$ cat src/rtl/equiv_miter_pkg.sv
// ---------------------------------------------------------------------------
// equiv_miter_pkg
// Shared definitions for the equivalence miter monitor:
//   - state_e   : monitor state encoding (IDLE/WARM/CHECK/HALT)
//   - MAX_SKEW  : largest supported alignment skew
//   - sat_inc() : saturating increment for the monitor counters (<= 32 bits)
// ---------------------------------------------------------------------------
package equiv_miter_pkg;

  typedef enum logic [1:0] {
    ST_IDLE  = 2'd0,
    ST_WARM  = 2'd1,
    ST_CHECK = 2'd2,
    ST_HALT  = 2'd3
  } state_e;

  localparam int unsigned MAX_SKEW = 15;

  // Returns v + 1, but never passes max_v; the caller supplies its
  // all-ones value so the same helper serves any counter width up to 32.
  function automatic logic [31:0] sat_inc(input logic [31:0] v,
                                          input logic [31:0] max_v);
    return (v >= max_v) ? v : v + 32'd1;
  endfunction

endpackage

$ cat src/rtl/equiv_skew_line.sv
// ---------------------------------------------------------------------------
// equiv_skew_line
// Valid-tagged delay chain used to align the early side of the miter.
// SKEW = 0 gives a combinational pass-through that is always valid.
// For SKEW > 0, data shifts only on enabled cycles; q_vld rises once
// SKEW enabled cycles have filled the chain, and flush marks every stage
// invalid again (flush has priority over en).
//
// Ports:
//   clk    in  1  clock, rising edge
//   rst_n  in  1  asynchronous active-low reset
//   en     in  1  shift enable
//   flush  in  1  synchronous invalidate of all stages
//   d      in  W  input data
//   q      out W  data delayed SKEW enabled cycles
//   q_vld  out 1  every stage on the path holds real data
// ---------------------------------------------------------------------------
module equiv_skew_line #(
  parameter int unsigned W    = 8,
  parameter int unsigned SKEW = 0
) (
  input  logic         clk,
  input  logic         rst_n,
  input  logic         en,
  input  logic         flush,
  input  logic [W-1:0] d,
  output logic [W-1:0] q,
  output logic         q_vld
);

  if (SKEW == 0) begin : g_pass
    assign q     = d;
    assign q_vld = 1'b1;

    // Clock/control are not needed without a chain.
    logic unused_ctrl;
    assign unused_ctrl = ^{clk, rst_n, en, flush};
  end else begin : g_chain
    logic [W-1:0]    data [SKEW];
    logic [SKEW-1:0] vld;

    always_ff @(posedge clk or negedge rst_n) begin
      if (!rst_n) begin
        // NOTE: the data stages are reset along with the valid bits so the
        // aligned output reads 0, never X, straight out of reset.
        for (int i = 0; i < int'(SKEW); i++) data[i] <= '0;
        vld <= '0;
      end else if (flush) begin
        // Data may stay stale; only the tags need clearing.
        vld <= '0;
      end else if (en) begin
        data[0] <= d;
        vld[0]  <= 1'b1;
        for (int i = 1; i < int'(SKEW); i++) begin
          data[i] <= data[i-1];
          vld[i]  <= vld[i-1];
        end
      end
    end

    assign q     = data[SKEW-1];
    assign q_vld = &vld;
  end

endmodule

$ cat src/rtl/equiv_miter_monitor.sv
// ---------------------------------------------------------------------------
// equiv_miter_monitor
// Cycle-by-cycle equivalence miter between two DUT output buses with skew
// alignment, post-enable warm-up, don't-care mask, saturating counters,
// first-mismatch capture and optional stop-on-first-fail.
//
// Parameters:
//   W            compared bus width
//   SKEW         cycles y_a is delayed before compare (0..MAX_SKEW)
//   WARMUP       enabled cycles ignored after leaving IDLE
//   CNT_W        width of mis_cnt / cyc_cnt / first_cyc (<= 32)
//   STOP_ON_FAIL 1 = go to HALT and freeze on the first mismatch
//
// Ports:
//   clk, rst_n         clock / async active-low reset
//   en                 compare enable (state and counters hold while low)
//   y_a, y_b           DUT A / DUT B outputs
//   mask               1 = bit compared, 0 = don't care
//   clr                synchronous clear of sticky, capture and counters
//   state              0 IDLE, 1 WARM, 2 CHECK, 3 HALT
//   mismatch           registered pulse, compare failed on the previous edge
//   fail               sticky first-fail flag
//   mis_cnt, cyc_cnt   saturating mismatch / compare-cycle counters
//   first_cyc          cyc_cnt value (pre-increment) at the first mismatch
//   first_a, first_b   aligned y_a and y_b at the first mismatch
//
// Build option: define EQUIV_MITER_ASSERT_EN to add an immediate
// assert(!diff) on every CHECK compare, for formal flows. Ports are the
// same either way.
// ---------------------------------------------------------------------------
module equiv_miter_monitor
  import equiv_miter_pkg::*;
#(
  parameter int unsigned W            = 91,
  parameter int unsigned SKEW         = 0,
  parameter int unsigned WARMUP       = 2,
  parameter int unsigned CNT_W        = 16,
  parameter int unsigned STOP_ON_FAIL = 1
) (
  input  logic             clk,
  input  logic             rst_n,
  input  logic             en,
  input  logic [W-1:0]     y_a,
  input  logic [W-1:0]     y_b,
  input  logic [W-1:0]     mask,
  input  logic             clr,
  output logic [1:0]       state,
  output logic             mismatch,
  output logic             fail,
  output logic [CNT_W-1:0] mis_cnt,
  output logic [CNT_W-1:0] cyc_cnt,
  output logic [CNT_W-1:0] first_cyc,
  output logic [W-1:0]     first_a,
  output logic [W-1:0]     first_b
);

  localparam int unsigned     WW        = (WARMUP > 1) ? $clog2(WARMUP) : 1;
  localparam logic [WW-1:0]   WARM_LAST = WW'((WARMUP > 0) ? WARMUP - 1 : 0);
  localparam logic [CNT_W-1:0] CNT_MAX  = '1;

  state_e        st;
  logic [WW-1:0] warm_cnt;
  logic [W-1:0]  a_al;
  logic          a_vld;
  logic          diff;

  equiv_skew_line #(
    .W    (W),
    .SKEW (SKEW)
  ) u_skew (
    .clk   (clk),
    .rst_n (rst_n),
    .en    (en),
    .flush (clr),
    .d     (y_a),
    .q     (a_al),
    .q_vld (a_vld)
  );

  assign diff  = |((a_al ^ y_b) & mask);
  assign state = st;

  always_ff @(posedge clk or negedge rst_n) begin
    if (!rst_n) begin
      // NOTE: every sequential assignment is non-blocking so all registers
      // update from the same pre-edge values (first_cyc relies on this to
      // see cyc_cnt before its increment).
      st        <= ST_IDLE;
      warm_cnt  <= '0;
      mismatch  <= 1'b0;
      fail      <= 1'b0;
      mis_cnt   <= '0;
      cyc_cnt   <= '0;
      first_cyc <= '0;
      first_a   <= '0;
      first_b   <= '0;
    end else if (clr) begin
      // Clear beats a coincident diff: nothing is counted or captured.
      st        <= ST_IDLE;
      warm_cnt  <= '0;
      mismatch  <= 1'b0;
      fail      <= 1'b0;
      mis_cnt   <= '0;
      cyc_cnt   <= '0;
      first_cyc <= '0;
      first_a   <= '0;
      first_b   <= '0;
    end else begin
      mismatch <= 1'b0;
      if (en) begin
        unique case (st)
          ST_IDLE: begin
            warm_cnt <= '0;
            st       <= (WARMUP == 0) ? ST_CHECK : ST_WARM;
          end
          ST_WARM: begin
            if (warm_cnt == WARM_LAST) st <= ST_CHECK;
            else                       warm_cnt <= warm_cnt + 1'b1;
          end
          ST_CHECK: begin
            // Nothing is compared until the alignment chain has filled.
            if (a_vld) begin
`ifdef EQUIV_MITER_ASSERT_EN
              assert (!diff);
`endif
              cyc_cnt <= CNT_W'(sat_inc(32'(cyc_cnt), 32'(CNT_MAX)));
              if (diff) begin
                mismatch <= 1'b1;
                mis_cnt  <= CNT_W'(sat_inc(32'(mis_cnt), 32'(CNT_MAX)));
                if (!fail) begin
                  fail      <= 1'b1;
                  first_cyc <= cyc_cnt;
                  first_a   <= a_al;
                  first_b   <= y_b;
                end
                if (STOP_ON_FAIL != 0) st <= ST_HALT;
              end
            end
          end
          ST_HALT: begin
            // Frozen until clr or reset.
          end
          default: st <= ST_IDLE;
        endcase
      end
    end
  end

endmodule

$ cat config.mk
export PLATFORM = sky130hd
export DESIGN_NAME = equiv_miter_monitor
export DESIGN_NICKNAME = d
export VERILOG_FILES = /design/src/rtl/equiv_miter_pkg.sv /design/src/rtl/equiv_skew_line.sv /design/src/rtl/equiv_miter_monitor.sv
export SDC_FILE = /design/constraint.sdc
export NUM_CORES = 1
export LEC_CHECK = 0
export BUFFER_PORTS_ARGS = -buffer_cell sky130_fd_sc_hd__buf_2
export CORE_AREA = 2 2 200 202
export CTS_CLUSTER_SIZE = 30
export DETAILED_ROUTE_END_ITERATION = 8
export DIE_AREA = 0 0 202 204
export GPL_TIMING_DRIVEN = 0
export SYNTH_ARGS = -nofsm -noshare
export SYNTH_HDL_FRONTEND = slang
export SYNTH_SLANG_ARGS = --single-unit
$ cat constraint.sdc
create_clock -name clk -period 6.4 [get_ports clk]
set_input_delay 0.32 -clock clk [delete_from_list [all_inputs] [get_ports clk]]
set_output_delay 0.32 -clock clk [all_outputs]
set_load 0.03 [all_outputs]
; Yosys cells after proc, flatten, opt, wreduce, memory -nomap -nowiden
; Cells that the tools add are included.
[totals]
regBits = 235
latchBits = 0
ramBits = 0
mem_bits_ro = 0
in_bits = 277
n_memories = 0
[classes]
add_sub_neg = 3
multipliers = 0
n_div = 0
order_cmp = 2
eq_ne = 7
shifts = 0
mux = 41
n_bitwise = 2
reduce_logical = 13
[ops]
columns = cell, n
row1 = 91-bit 2-to-1 mux, 10
row2 = 16-bit 2-to-1 mux, 14
row3 = 91-bit AND, 1
row4 = 91-bit OR reduction, 1
row5 = 91-bit bitwise XOR, 1
row6 = 16-bit by 1-bit adder with 16-bit output (second input constant), 2
row7 = 16-bit >= comparator (second input constant), 2
row8 = 4-bit AND reduction, 3
row9 = 1-bit 2-to-1 mux, 11
row10 = 2-bit 2-to-1 mux, 4
row11 = 2-bit inequality test (second input constant), 3
row12 = 3-bit inequality test (second input constant), 2
row13 = 2-bit case mux with 3 select lines, 1
row14 = 3-bit AND reduction, 2
row15 = 2-bit nonzero test, 3
row16 = 4-bit nonzero test, 1
row17 = 3-bit nonzero test, 1
row18 = 2-bit by 1-bit equality test with 1-bit output (second input constant), 1
row19 = 2-bit equality test (second input constant), 1
row20 = 2-bit logical NOT, 1
row21 = 1-bit case mux with 2 select lines, 1
row22 = 2-bit AND reduction, 1
row23 = 1-bit adder (second input constant), 1

; Logic depth before layout (Yosys ltp)
; Gate-level depths: netlist (run 1).
[depth]
depth_word = 7
ltp_mapped = 10
depth_no_buf = 8

; Hierarchy
; Synthesis (run 1) repeated with hierarchy kept, for this count alone.
[hier_totals]
hier_cells = 1110
area_unflattened_um2 = 11961.5
[by_module_without_submodules]
columns = mod, n_inst, cells_per_inst, area_per_inst_um2, seq_area_each_um2
row1 = equiv_miter_monitor, 1, 1017, 11267.1, 5880.6
row2 = equiv_skew_line, 1, 93, 694.4, 0.0

; Worst setup path before layout (run 1)
; OpenSTA, ideal clock, no wires.
[synth_path]
path_kind = flip-flop to flip-flop
startpoint = register mis_cnt[0]
endpoint = register mis_cnt[0]
setup_time_ns = 0.128
t_arrival_ns = 2.311
setup_slack_ns = 3.961
stages_incl_launch_ff = 10
n_path_buf = 2
synth_period_minus_slack_ns = 2.439
path_cell_list = dfrtp_1 -> ha_1 -> inv_1 -> or3_1 -> clkbuf_1 -> or2_1 -> nor2_2 -> buf_2 -> nor2_1 -> mux2_1
[synth_between]
elab_chain_cells = 6
elab_cells_between_ends = 9
classes_between = add/sub: 1 / order compare: 1 / eq/ne: 1 / mux: 5 / reduce/logical: 1
[synth_rtl]
columns = item, line_no
row1 = start: declaration, equiv_miter_monitor.sv:50  ; output logic [CNT_W-1:0] mis_cnt,
row2 = start signal: assignment, equiv_miter_monitor.sv:129  ; mis_cnt <= CNT_W'(sat_inc(32'(mis_cnt), 32'(CNT_MAX)));
row3 = 16-bit by 1-bit adder with 16-bit output, equiv_miter_pkg.sv:23  ; return (v >= max_v) ? v : v + 32'd1;
row4 = 16-bit 2-to-1 mux, equiv_miter_pkg.sv:23
row5 = 16-bit 2-to-1 mux, equiv_miter_monitor.sv:127  ; if (diff) begin
row6 = 16-bit 2-to-1 mux, equiv_miter_monitor.sv:111  ; unique case (st)
row7 = 16-bit 2-to-1 mux, equiv_miter_monitor.sv:110  ; if (en) begin
row8 = 16-bit 2-to-1 mux, equiv_miter_monitor.sv:97  ; end else if (clr) begin
; Parallel ways exist; a longest one is shown, timed or not. The select of a mux whose other input is x is not followed.
; A chain may end at the register's enable or synchronous reset.

; Worst setup path after layout (run 1)
[layout_path]
startpoint = input y_b[63]
endpoint = register first_b[6]
[layout_between]
elab_chain_cells = 5
[layout_rtl]
columns = item, line_no
row1 = start: declaration, equiv_miter_monitor.sv:44  ; input logic [W-1:0] y_b,
row2 = 91-bit bitwise XOR, equiv_miter_monitor.sv:80  ; assign diff = |((a_al ^ y_b) & mask);
row3 = 91-bit AND, equiv_miter_monitor.sv:80
row4 = 91-bit OR reduction, equiv_miter_monitor.sv:80
row5 = 2-bit nonzero test (no source line), --
row6 = 4-bit AND reduction (no source line), --
row7 = end signal: assignment, equiv_miter_monitor.sv:134  ; first_b <= y_b;
row8 = end: declaration, equiv_miter_monitor.sv:54  ; output logic [W-1:0] first_b
; No other way between the ends.

==> impl_metrics.csv, run 1 <==
group,metric,value,unit
status,status,"complete, no violations",
global_routing,grt_pass1_wl,68600,um
routing,routed_wl,48100,um
final_layout,finalNonFillerCells,1972,
worst_setup_path,critical-path-slowest-cell,"nor3_2",
worst_setup_path,path_cells,"dlygate4sd3_1 > buf_2 > xor2_1 > a22oi_1 > nand4_1 > nor4_1 > a31o_2 > nor3_2 > clkbuf_1 > buf_2 > a22o_1",
sta,slew-limit-headroom,0.188,
run,max-cap-violations,0,
hold_path,min_path_type,"input pin to register",
placement,place_area,13500,um^2
floorplan,fp.dieH,204,um
final_layout,syn_to_final_growth,48.2,%
floorplan,die_w,202,um
sta,period_share,0.694,
global_routing,grt_use_total,0.226,
logic_synthesis,ys_ff_latch,235,
cts,cts_htree_levels,1,
global_routing,grt_max_degree,114,
floorplan,core,39200,um^2
placement,dp_hpwl,37300,um
logic_synthesis,synth_cell_type_count,48,
routing,drtIter0Drc,579,
placement,placed_cells,1851,
worst_setup_path,critPathKind,"input pin to register",
sta,timing.setup.tns,0,ns
cts,cts-root-buf,"clkbuf_16",
floorplan,io_pins,511,
logic_synthesis,synth_edf_count,0,
sta,worstMarginPinSlew,1.21,ns
sta,fmax,225,MHz
placement,port_buffers,510,
logic_synthesis,syn-cell-area,10200,um^2
sta,worst_slack,1.96,ns
cts,cts_tree,"done",
final_layout,fin_nets,1706,
placement,dpl_worst_slack,1.61,ns
final_layout,drive_above_1_share,0.422,
logic_synthesis,avgSynthCellArea,12.6,um^2
cts,clkSlewWorstSetupHoldPaths,0.06,ns
power_and_ir_drop,vdd_drop_max,206,uV
global_routing,gr-total-overflow,0,
logic_synthesis,synthFlopType,"dfrtp_1",
sta,finalMaxSlewViolations,0,
worst_setup_path,critPathMaxStageDelay,0.92,ns
worst_setup_path,path_common_cell,"buf_2",
routing,drc,0,
logic_synthesis,synth_async_sr_flop_share,1.00,
cts,cts_sinks,235,
power_and_ir_drop,p_leak,8.11,nW
cts,cts_buffers,28,
floorplan,num_rows,73,
sta,final_hold_viol_count,0,
sta,fin_crit,4.44,ns
floorplan,fp.dieArea,41200,um^2
worst_setup_path,arrival,4.92,ns
routing,routed-via-count,9787,
cts,clockBufferDepth,3,
sta,rsz0062_at_grt,"no",
cts,clk-insertion-delay-late,0.55,ns
sta,finClkSkew,0.00846,ns
placement,routabilityCongestion,0.941,
worst_setup_path,crit_path_max_fanout,10,
sta,setup_viol,0,
worst_setup_path,required,6.89,ns
final_layout,fin_util,0.386,
final_layout,final_cell_area,15100,um^2
global_routing,antenna_found_initial,6,
worst_setup_path,cp-start-kind,"input pin",
global_routing,grt_pass1_vias,9939,
routing,drtPass1Iterations,5,
routing,ant_nets,0,
routing,routed_via_density,4.96,
logic_synthesis,yosysSeqAreaShare,0.575,
logic_synthesis,syn-instance-count,814,
power_and_ir_drop,pwr_density_cell,275,nW/um^2
routing,wl_per_cell,24.4,um
logic_synthesis,ys_warn_count,0,
worst_setup_path,crit_path_end_kind,"register",
logic_synthesis,synthesis.nets,1096,
floorplan,start_util,0.261,
==> worst max-delay path, delay by kind of cell <==
kind                      cells  cell delay [ns]
AOI/OAI and AO/OA             3             0.72
and+or+nand+nor               3             1.43
buffers and inverters         4             2.06
xor gates and xnor gates      1             0.37
==> per-stage QoR <==
| step | hold WS [ns] | total power [mW] |
|---|---|---|
| after floorplan | 0.0244 | 2.08 |
| after global placement | 0.482 | 2.48 |
| after detailed placement | 0.199 | 2.49 |
| after CTS | 0.000232 | 4.21 |
| after global routing | 0.00108 | 4.33 |
| final | 0.0253 | 4.16 |
==> layer usage <==
layer	global-route usage	share of wire	wire length, um
met3	0.0410	0.063	3000
met1	0.291	0.42	20100
met2	0.388	0.49	23700
met4	0.0630	0.026	1240
met5	0	0	0
==> layout make-up <==
cell class              instances  area (um^2)
inverters                      13         48.8
repair buffers                580         3300
well taps                     525          657
plain buffers                  52          282
multi-input cells             514         4010
diodes                          2         5.00
clock inverters                 9         97.6
clock buffers                  42          865
flip-flops and latches        235         5880
fillers                      3911        24000
==> where the power goes <==
part	internal, mW	switching (mW)
registers	1.57	0.0559
clock network	1.01	0.656
logic	0.294	0.572
total	2.88	1.28
==> layout by cell type (no fill, tap or decap), types with 2 or more instances in the layout <==
cell / netlist / routed
and3_1: 4 / 4
clkbuf_16: 0 / 29
buf_16: 0 / 2
nor4_1: 9 / 9
dfrtp_1: 235 / 235
o311a_1: 2 / 2
nand2_1: 20 / 20
clkinv_2: 0 / 6
nor2b_1: 8 / 8
nor2_1: 34 / 34
o41ai_1: 3 / 3
buf_4: 14 / 14
xnor2_1: 11 / 11
nor3_1: 7 / 7
buf_2: 21 / 530
mux2_1: 2 / 2
or2_2: 3 / 3
nand4_1: 14 / 14
ha_1: 5 / 5
o311ai_0: 2 / 2
xor2_1: 92 / 92
and4_1: 2 / 2
clkbuf_8: 0 / 9
o21ai_0: 3 / 3
nor4b_1: 2 / 2
bufinv_16: 0 / 2
nand3_1: 9 / 9
a22o_1: 198 / 198
a22oi_1: 45 / 45
a21oi_1: 7 / 7
mux2_2: 8 / 8
dlygate4sd3_1: 0 / 68
mux2i_1: 3 / 3
diode_2: 0 / 2
or3_1: 5 / 5
inv_1: 12 / 12
clkbuf_1: 16 / 20
==> synth_stat cells (2+ instances only) <==
library cell  count  share of area
a21oi_1           7         0.0034
a22o_1          198           0.17
a22oi_1          45          0.033
and3_1            4         0.0024
and4_1            2         0.0017
buf_2            21          0.010
buf_4            14          0.010
clkbuf_1         16         0.0059
dfrtp_1         235           0.58
ha_1              5         0.0061
inv_1            12         0.0044
mux2_1            2         0.0022
mux2_2            8         0.0088
mux2i_1           3         0.0029
nand2_1          20         0.0073
nand3_1           9         0.0044
nand4_1          14         0.0086
nor2_1           34          0.012
nor2b_1           8         0.0049
nor3_1            7         0.0034
nor4_1            9         0.0055
nor4b_1           2         0.0017
o21ai_0           3         0.0015
o311a_1           2         0.0020
o311ai_0          2         0.0017
o41ai_1           3         0.0026
or2_2             3         0.0018
or3_1             5         0.0031
xnor2_1          11         0.0094
xor2_1           92          0.079
==> state kept, by name, indices dropped and copies added, names as in the netlist <==
| signal | flops |
|---|---|
| cyc_cnt | 16 |
| fail | 1 |
| first_a | 91 |
| first_b | 91 |
| first_cyc | 16 |
| mis_cnt | 16 |
| mismatch | 1 |
| state | 2 |
| warm_cnt | 1 |
==> cell families after synthesis <==
| logic type | after synthesis | share of synthesized area |
|---|---|---|
| AOI/OAI and AO/OA | 268 | 0.220 |
| xor gates and xnor gates | 103 | 0.0882 |
| adders and majority gates | 5 | 0.00612 |
| buffers and inverters | 65 | 0.0323 |
| DFF | 235 | 0.575 |
| muxes | 13 | 0.0140 |
| and+or+nand+nor | 125 | 0.0638 |
==> final timing paths <==
| kind | start | end | slack [ns] | cells after the start |
|---|---|---|---|---|
| worst max-delay path | y_b[63] | first_b[6] | 1.96 | 11 |
| worst min-delay path | y_b[74] | first_b[74] | 0.03 | 2 |
| worst max register to register | state[0] | first_b[6] | 2.70 | 8 |
| worst min register to register | first_a[40] | first_a[40] | 0.50 | 1 |
| max in group asynchronous | rst_n | mis_cnt[9] | 5.27 | 3 |
| min in group asynchronous | rst_n | first_a[68] | 0.23 | 2 |
==> what timing repair did <==
action / in CTS / in global routing
gates resized for setup: 0 / 0
buffers inserted: 0 / 0
hold endpoints to repair: 101 / 0
hold buffers: 68 / 0
Power figures use the tool's default switching activity.
==> run 2: changes to the inputs <==
--- a/config.mk
+++ b/config.mk
@@ -6,10 +6,10 @@
 export NUM_CORES = 1
 export LEC_CHECK = 0
 export BUFFER_PORTS_ARGS = -buffer_cell sky130_fd_sc_hd__buf_2
-export CORE_AREA = 2 2 200 202
+export CORE_AREA = 2 2 201 203
 export CTS_CLUSTER_SIZE = 30
 export DETAILED_ROUTE_END_ITERATION = 8
-export DIE_AREA = 0 0 202 204
+export DIE_AREA = 0 0 203 205
 export GPL_TIMING_DRIVEN = 0
 export SYNTH_ARGS = -nofsm -noshare
 export SYNTH_HDL_FRONTEND = slang
==> constraint.sdc (replaced) <==
create_clock -name clk -period 3.8 [get_ports clk]
set_input_delay 0.19 -clock clk [delete_from_list [all_inputs] [get_ports clk]]
set_output_delay 0.19 -clock clk [all_outputs]
set_load 0.03 [all_outputs]
==> run 2 against run 1 <==
- sequential power increased by 69%
- global-route usage increased by 0.14 points
- sequential cell count unchanged
- clock-buffer cell count decreased by 1
- utilization increased by 2.7 points
- combinational power increased by 81%
- wire length increased by 2.4%
- non-clock buffer count increased by 115
- clock skew increased by 0.0050 ns
- clock power increased by 63%
- highest routed layer is now met5
==> impl_metrics.csv, run 2 (same netlist as run 1, synthesis figures left out) <==
group,metric,value,unit
sta,rsz0062_at_grt,"no",
routing,drtIter0Drc,683,
cts,clk-insertion-delay-late,0.55,ns
status,status,"complete, no violations",
routing,ant_nets,0,
cts,clockBufferDepth,3,
power_and_ir_drop,p_sw,2.17,mW
floorplan,fp.dieArea,41600,um^2
placement,place_area,13500,um^2
placement,port_buffers,510,
sta,finalMaxSlewViolations,0,
worst_setup_path,r2r-end,"first_a[10]",
worst_setup_path,cp-start-kind,"input pin",
power_and_ir_drop,pwr_density_cell,431,nW/um^2
global_routing,grt_use_total,0.227,
cts,clkSlewWorstSetupHoldPaths,0.06,ns
global_routing,grt_max_degree,111,
worst_setup_path,arrival,4.14,ns
global_routing,antenna_found_initial,5,
floorplan,num_rows,73,
hold_path,min_path_type,"input pin to register",
power_and_ir_drop,seqPwrFrac,0.391,
power_and_ir_drop,vdd_drop_max,289,uV
placement,routabilityCongestion,0.915,
final_layout,final_cell_area,16300,um^2
routing,routed_wl,49200,um
cts,cts_sinks,235,
final_layout,final_common_cell,"buf_2",
routing,routed-via-count,10400,
cts,cts_buffers,28,
final_layout,fin_nets,1821,
placement,dp_hpwl,37000,um
global_routing,grt_pass1_vias,10700,
worst_setup_path,r2r_cells,8,
worst_setup_path,crit_path_max_fanout,10,
worst_setup_path,r2r_start,"state[0]",
worst_setup_path,critPathKind,"input pin to register",
sta,setup_viol,0,
final_layout,nFillCells,3824,
cts,cts_tree,"done",
sta,timing.setup.tns,0,ns
sta,final_hold_viol_count,0,
floorplan,start_util,0.260,
cts,cts_htree_levels,1,
run,max-cap-violations,0,
worst_setup_path,crit_path_end_kind,"register",
final_layout,top_regs,"first_a: 91 flops, first_b: 91 flops",
sta,period_share,0.964,
final_layout,drive_above_1_share,0.390,
worst_setup_path,crit_end,"first_a[10]",
power_and_ir_drop,clock_power_share,0.385,
floorplan,die_w,203,um
floorplan,core,39400,um^2
final_layout,mostFrequentLayoutCells,"530 x buf_2, 235 x dfrtp_1, 198 x a22o_1",
power_and_ir_drop,p_leak,8.57,nW
final_layout,syn_to_final_growth,59.3,%
sta,fmax,273,MHz
worst_setup_path,rrSetupSlack,0.56,ns
worst_setup_path,required,4.28,ns
global_routing,grt_pass1_wl,70000,um
power_and_ir_drop,switching_share,0.309,
floorplan,io_pins,511,
power_and_ir_drop,power.internal,4.85,mW
cts,cts-root-buf,"clkbuf_16",
worst_setup_path,critPathLaunch,"y_a[70]",
routing,routed_via_density,4.98,
floorplan,fp.dieH,205,um
global_routing,gr-total-overflow,0,
sta,finClkSkew,0.0135,ns
sta,worstMarginPinSlew,0.967,ns
power_and_ir_drop,p_comb_frac,0.223,
routing,drc,0,
sta,fin_crit,3.66,ns
routing,wl_per_cell,23.6,um
routing,drtPass1Iterations,7,
sta,slew-limit-headroom,0.355,
[run 2: metal layers]
| layer | vias to the layer above | wire (um) | global-route usage |
|---|---|---|---|
| met5 | - | 12 | 0 |
| met4 | 2 | 2070 | 0.0978 |
| met3 | 106 | 3440 | 0.0447 |
| met2 | 549 | 24100 | 0.388 |
| met1 | 5210 | 19600 | 0.279 |
| li1 | 4536 | - | - |
[run 2: worst max-delay path, stage by stage]
cell	delay, ns
dlygate4sd3_1	0.54
buf_2	0.15
xor2_1	0.39
a22oi_1	0.18
nand4_1	0.28
nor4_2	0.12
a31o_2	0.28
nor3_4	0.62
buf_2	0.39
clkbuf_1	0.74
a22o_1	0.24
[run 2: metrics by stage]
step                setup slack, ns  cells  total power [mW]  hold slack [ns]  utilization
floorplan                      1.36    814              3.50           -0.106            -
global placement              -1.88   1849              4.18            0.433        0.341
detailed placement           -0.800   1851              4.20           0.0292        0.343
CTS                         0.00353   2083              7.08          0.00289        0.413
global route                 0.0883   2087              7.29          0.00552        0.414
finish                        0.139   2087              7.02           0.0366        0.414
[run 2: final cells by class]
cell class,count,area (um^2),share of cell area
Clock inverter,8,100,0.00615
Inverter,13,48.8,0.00300
Tap cell,525,657,0.0404
Sequential cell,235,5880,0.361
Antenna cell,4,10.0,0.000615
Timing Repair Buffer,695,4450,0.273
Clock buffer,41,821,0.0504
Multi-Input combinational cell,514,4030,0.248
Buffer,52,283,0.0174
[run 2: power by group through the flow]
| stage | combinational, mW | sequential (mW) | clock [mW] |
|---|---|---|---|
| after floorplan | 0.416 | 3.08 | 0 |
| after global placement | 1.40 | 2.78 | 0 |
| after detailed placement | 1.42 | 2.79 | 0 |
| after CTS | 1.57 | 2.74 | 2.76 |
| after global routing | 1.66 | 2.76 | 2.87 |
| final | 1.57 | 2.75 | 2.71 |
[run 2: worst min-delay path by stage]
| stage | startpoint | slack [ns] | endpoint | cells after the start |
|---|---|---|---|---|
| 4_1_cts | y_a[19] | 0.003 | first_a[19] | 2 |
| 3_5_place_dp | rst_n | 0.03 | first_a[71] | 1 |
| 5_1_grt | y_a[19] | 0.006 | first_a[19] | 2 |
| 3_3_place_gp | y_b[61] | 0.43 | first_b[61] | 2 |
| 6_report | y_a[19] | 0.04 | first_a[19] | 2 |
| 2_1_floorplan | rst_n | -0.11 | cyc_cnt[0] | 0 |
[run 2: what timing repair did]
action,CTS,global route
setup buffers,0,0
hold endpoints to repair,417,0
gates resized for setup,1,5
pin swaps,0,0
setup endpoints to repair,110,62
hold buffers,183,0
==> run 3: changes to the inputs <==
--- a/config.mk
+++ b/config.mk
@@ -6,11 +6,15 @@
 export NUM_CORES = 1
 export LEC_CHECK = 0
 export BUFFER_PORTS_ARGS = -buffer_cell sky130_fd_sc_hd__buf_2
-export CORE_AREA = 2 2 201 203
+export CELL_PAD_IN_SITES_DETAIL_PLACEMENT = 1
+export CELL_PAD_IN_SITES_GLOBAL_PLACEMENT = 2
+export CORE_MARGIN = 2
+export CORE_UTILIZATION = 25
 export CTS_CLUSTER_SIZE = 30
 export DETAILED_ROUTE_END_ITERATION = 8
-export DIE_AREA = 0 0 203 205
 export GPL_TIMING_DRIVEN = 0
+export PLACE_DENSITY_LB_ADDON = 0.1
+export SKIP_CTS_REPAIR_TIMING = 1
 export SYNTH_ARGS = -nofsm -noshare
 export SYNTH_HDL_FRONTEND = slang
 export SYNTH_SLANG_ARGS = --single-unit
==> constraint.sdc (replaced) <==
create_clock -name clk -period 3.2 [get_ports clk]
set_input_delay 0.16 -clock clk [delete_from_list [all_inputs] [get_ports clk]]
set_output_delay 0.16 -clock clk [all_outputs]
set_load 0.03 [all_outputs]
==> run 3 against run 2 <==
- the run now ends with hold timing left
- largest cell class unchanged
- final cell count grew 0.38%
- worst setup slack improved by 0.026 ns
- wire length up 7.8%
- sequential power is 19% higher
- design area up 0.44%
==> impl_metrics.csv, run 3 (same netlist as run 1, synthesis figures left out) <==
group,metric,value,unit
status,status,"finished with violations",
status,violations,"hold timing",
floorplan,start_util,0.252,
routing,wl_per_cell,25.3,um
sta,slew-limit-headroom,0.409,
worst_setup_path,cp_top_family,"buffers and inverters",
placement,placed_cells,1858,
worst_setup_path,path_cells,"dlygate4sd3_1 > buf_2 > xor2_1 > a22oi_1 > nand4_1 > nor4_2 > a31o_2 > nor3_4 > clkbuf_2 > buf_2 > a22o_1",
global_routing,grtUsageMet1,0.292,
sta,worstMarginPinSlew,0.887,ns
final_layout,top_regs,"first_a: 91 flops, first_b: 91 flops",
placement,dp_hpwl,40300,um
sta,final_hold_viol_count,1,
final_layout,final_common_cell,"buf_2",
placement,port_buffers,510,
sta,finalMaxSlewViolations,0,
worst_setup_path,critPathMaxStageDelay,0.56,ns
global_routing,grt_util_met3,0.0498,
worst_setup_path,critical-path-slowest-cell,"dlygate4sd3_1",
power_and_ir_drop,p_total,8.62,mW
hold_path,min_path_type,"input pin to register",
sta,setup_viol,0,
global_routing,grt_use_total,0.233,
power_and_ir_drop,pwr_density_cell,527,nW/um^2
routing,routed-via-count,10200,
floorplan,io_pins,511,
sta,fmax,329,MHz
cts,cts_tree,"done",
sta,rsz0062_at_grt,"no",
cts,clkSlewWorstSetupHoldPaths,0.06,ns
global_routing,grt_pass1_vias,9628,
worst_setup_path,arrival,3.53,ns
worst_setup_path,crit_path_end_kind,"register",
run,max-cap-violations,0,
sta,period_share,0.949,
sta,finClkSkew,0.0104,ns
final_layout,finalNonFillerCells,2095,
routing,ant_nets,0,
floorplan,core,40600,um^2
routing,drtIter0Drc,540,
worst_setup_path,cp_num_buf_inv,4,
final_layout,regArea,5880,um^2
final_layout,nFillCells,4572,
cts,clockBufferDepth,3,
final_layout,fin_nets,1822,
floorplan,fp.dieArea,42500,um^2
routing,routed_wl,53100,um
sta,fin_crit,3.04,ns
sta,timing.hold.ws,-0.0201,ns
worst_setup_path,crit_path_max_fanout,10,
global_routing,met2_usage,0.408,
routing,routed_via_density,4.86,
final_layout,drive_above_1_share,0.392,
worst_setup_path,critPathKind,"input pin to register",
final_layout,multi_input_area,4020,um^2
placement,routabilityCongestion,0.826,
sta,timing.setup.tns,0,ns
global_routing,grt_busiest_layer,"met2",
power_and_ir_drop,vdd_drop_max,345,uV
worst_setup_path,required,3.69,ns
global_routing,grt_max_degree,104,
floorplan,num_rows,74,
floorplan,fp.dieH,206,um
global_routing,grt_pass1_wl,70700,um
cts,cts_sinks,235,
worst_setup_path,path_common_cell,"buf_2",
worst_setup_path,cp-start-kind,"input pin",
cts,clk-insertion-delay-late,0.56,ns
cts,cts-root-buf,"clkbuf_16",
power_and_ir_drop,p_leak,8.62,nW
final_layout,mostFrequentLayoutCells,"530 x buf_2, 235 x dfrtp_1, 198 x a22o_1",
routing,drtPass1Iterations,4,
global_routing,antenna_found_initial,5,
routing,drc,0,
global_routing,gr-total-overflow,0,
final_layout,syn_to_final_growth,60.0,%
floorplan,die_w,206,um
cts,cts_buffers,29,
cts,cts_htree_levels,1,
[run 3: cell count changes in the layout (fill, tap and decap cells not counted), sizes merged]
cell	delta
bufinv	+2
clkinvlp	-1
clkinv	+1
clkbuf	+1
diode	-1
inv	-1
[run 3: path summary, 6_finish.rpt]
kind | startpoint | end | slack [ns] | cells past startpoint
max | y_b[30] | first_b[6] | 0.16 | 11
min | en | warm_cnt | -0.02 | 3
max reg2reg | state[0] | first_b[6] | 0.40 | 8
min reg2reg | first_a[2] | first_a[2] | 0.50 | 1
max in group asynchronous | rst_n | mis_cnt[6] | 1.83 | 4
min in group asynchronous | rst_n | first_b[75] | 0.06 | 2
[run 3: final cells by class]
cell class	count	area share
plain buffers	52	0.0174
repair buffers	695	0.272
flip-flops and latches	235	0.360
clock buffers	42	0.0517
well taps	532	0.0407
clock inverters	9	0.00888
multi-input cells	514	0.246
inverters	13	0.00298
diodes	3	0.000459
[run 3: worst min-delay path, delay by kind of cell]
| kind | cells | cell delay (ns) |
|---|---|---|
| buffers and inverters | 1 | 0.15 |
| and+or+nand+nor | 1 | 0.08 |
| AOI/OAI and AO/OA | 1 | 0.10 |
[run 3: per-layer routing]
layer | up-vias | wire length, um
met5 | - | 33
met1 | 5213 | 21700
met2 | 350 | 26900
li1 | 4535 | -
met3 | 73 | 3250
met4 | 6 | 1140
[run 3: power breakdown]
group,internal [mW],switching (mW)
sequential,3.15,0.109
clock,2.13,1.35
combinational,0.682,1.19
[run 3: per-stage QoR]
step                 util  hold WS (ns)  setup slack, ns  instance area (um^2)
global placement    0.331         0.403            -2.83                 13400
CTS                 0.357        -0.554           -0.483                 14500
global route        0.403        0.0142          0.00200                 16300
finish              0.403       -0.0201            0.165                 16400
detailed placement  0.333        0.0460            -1.06                 13500
floorplan               -        -0.136            0.761                 10200
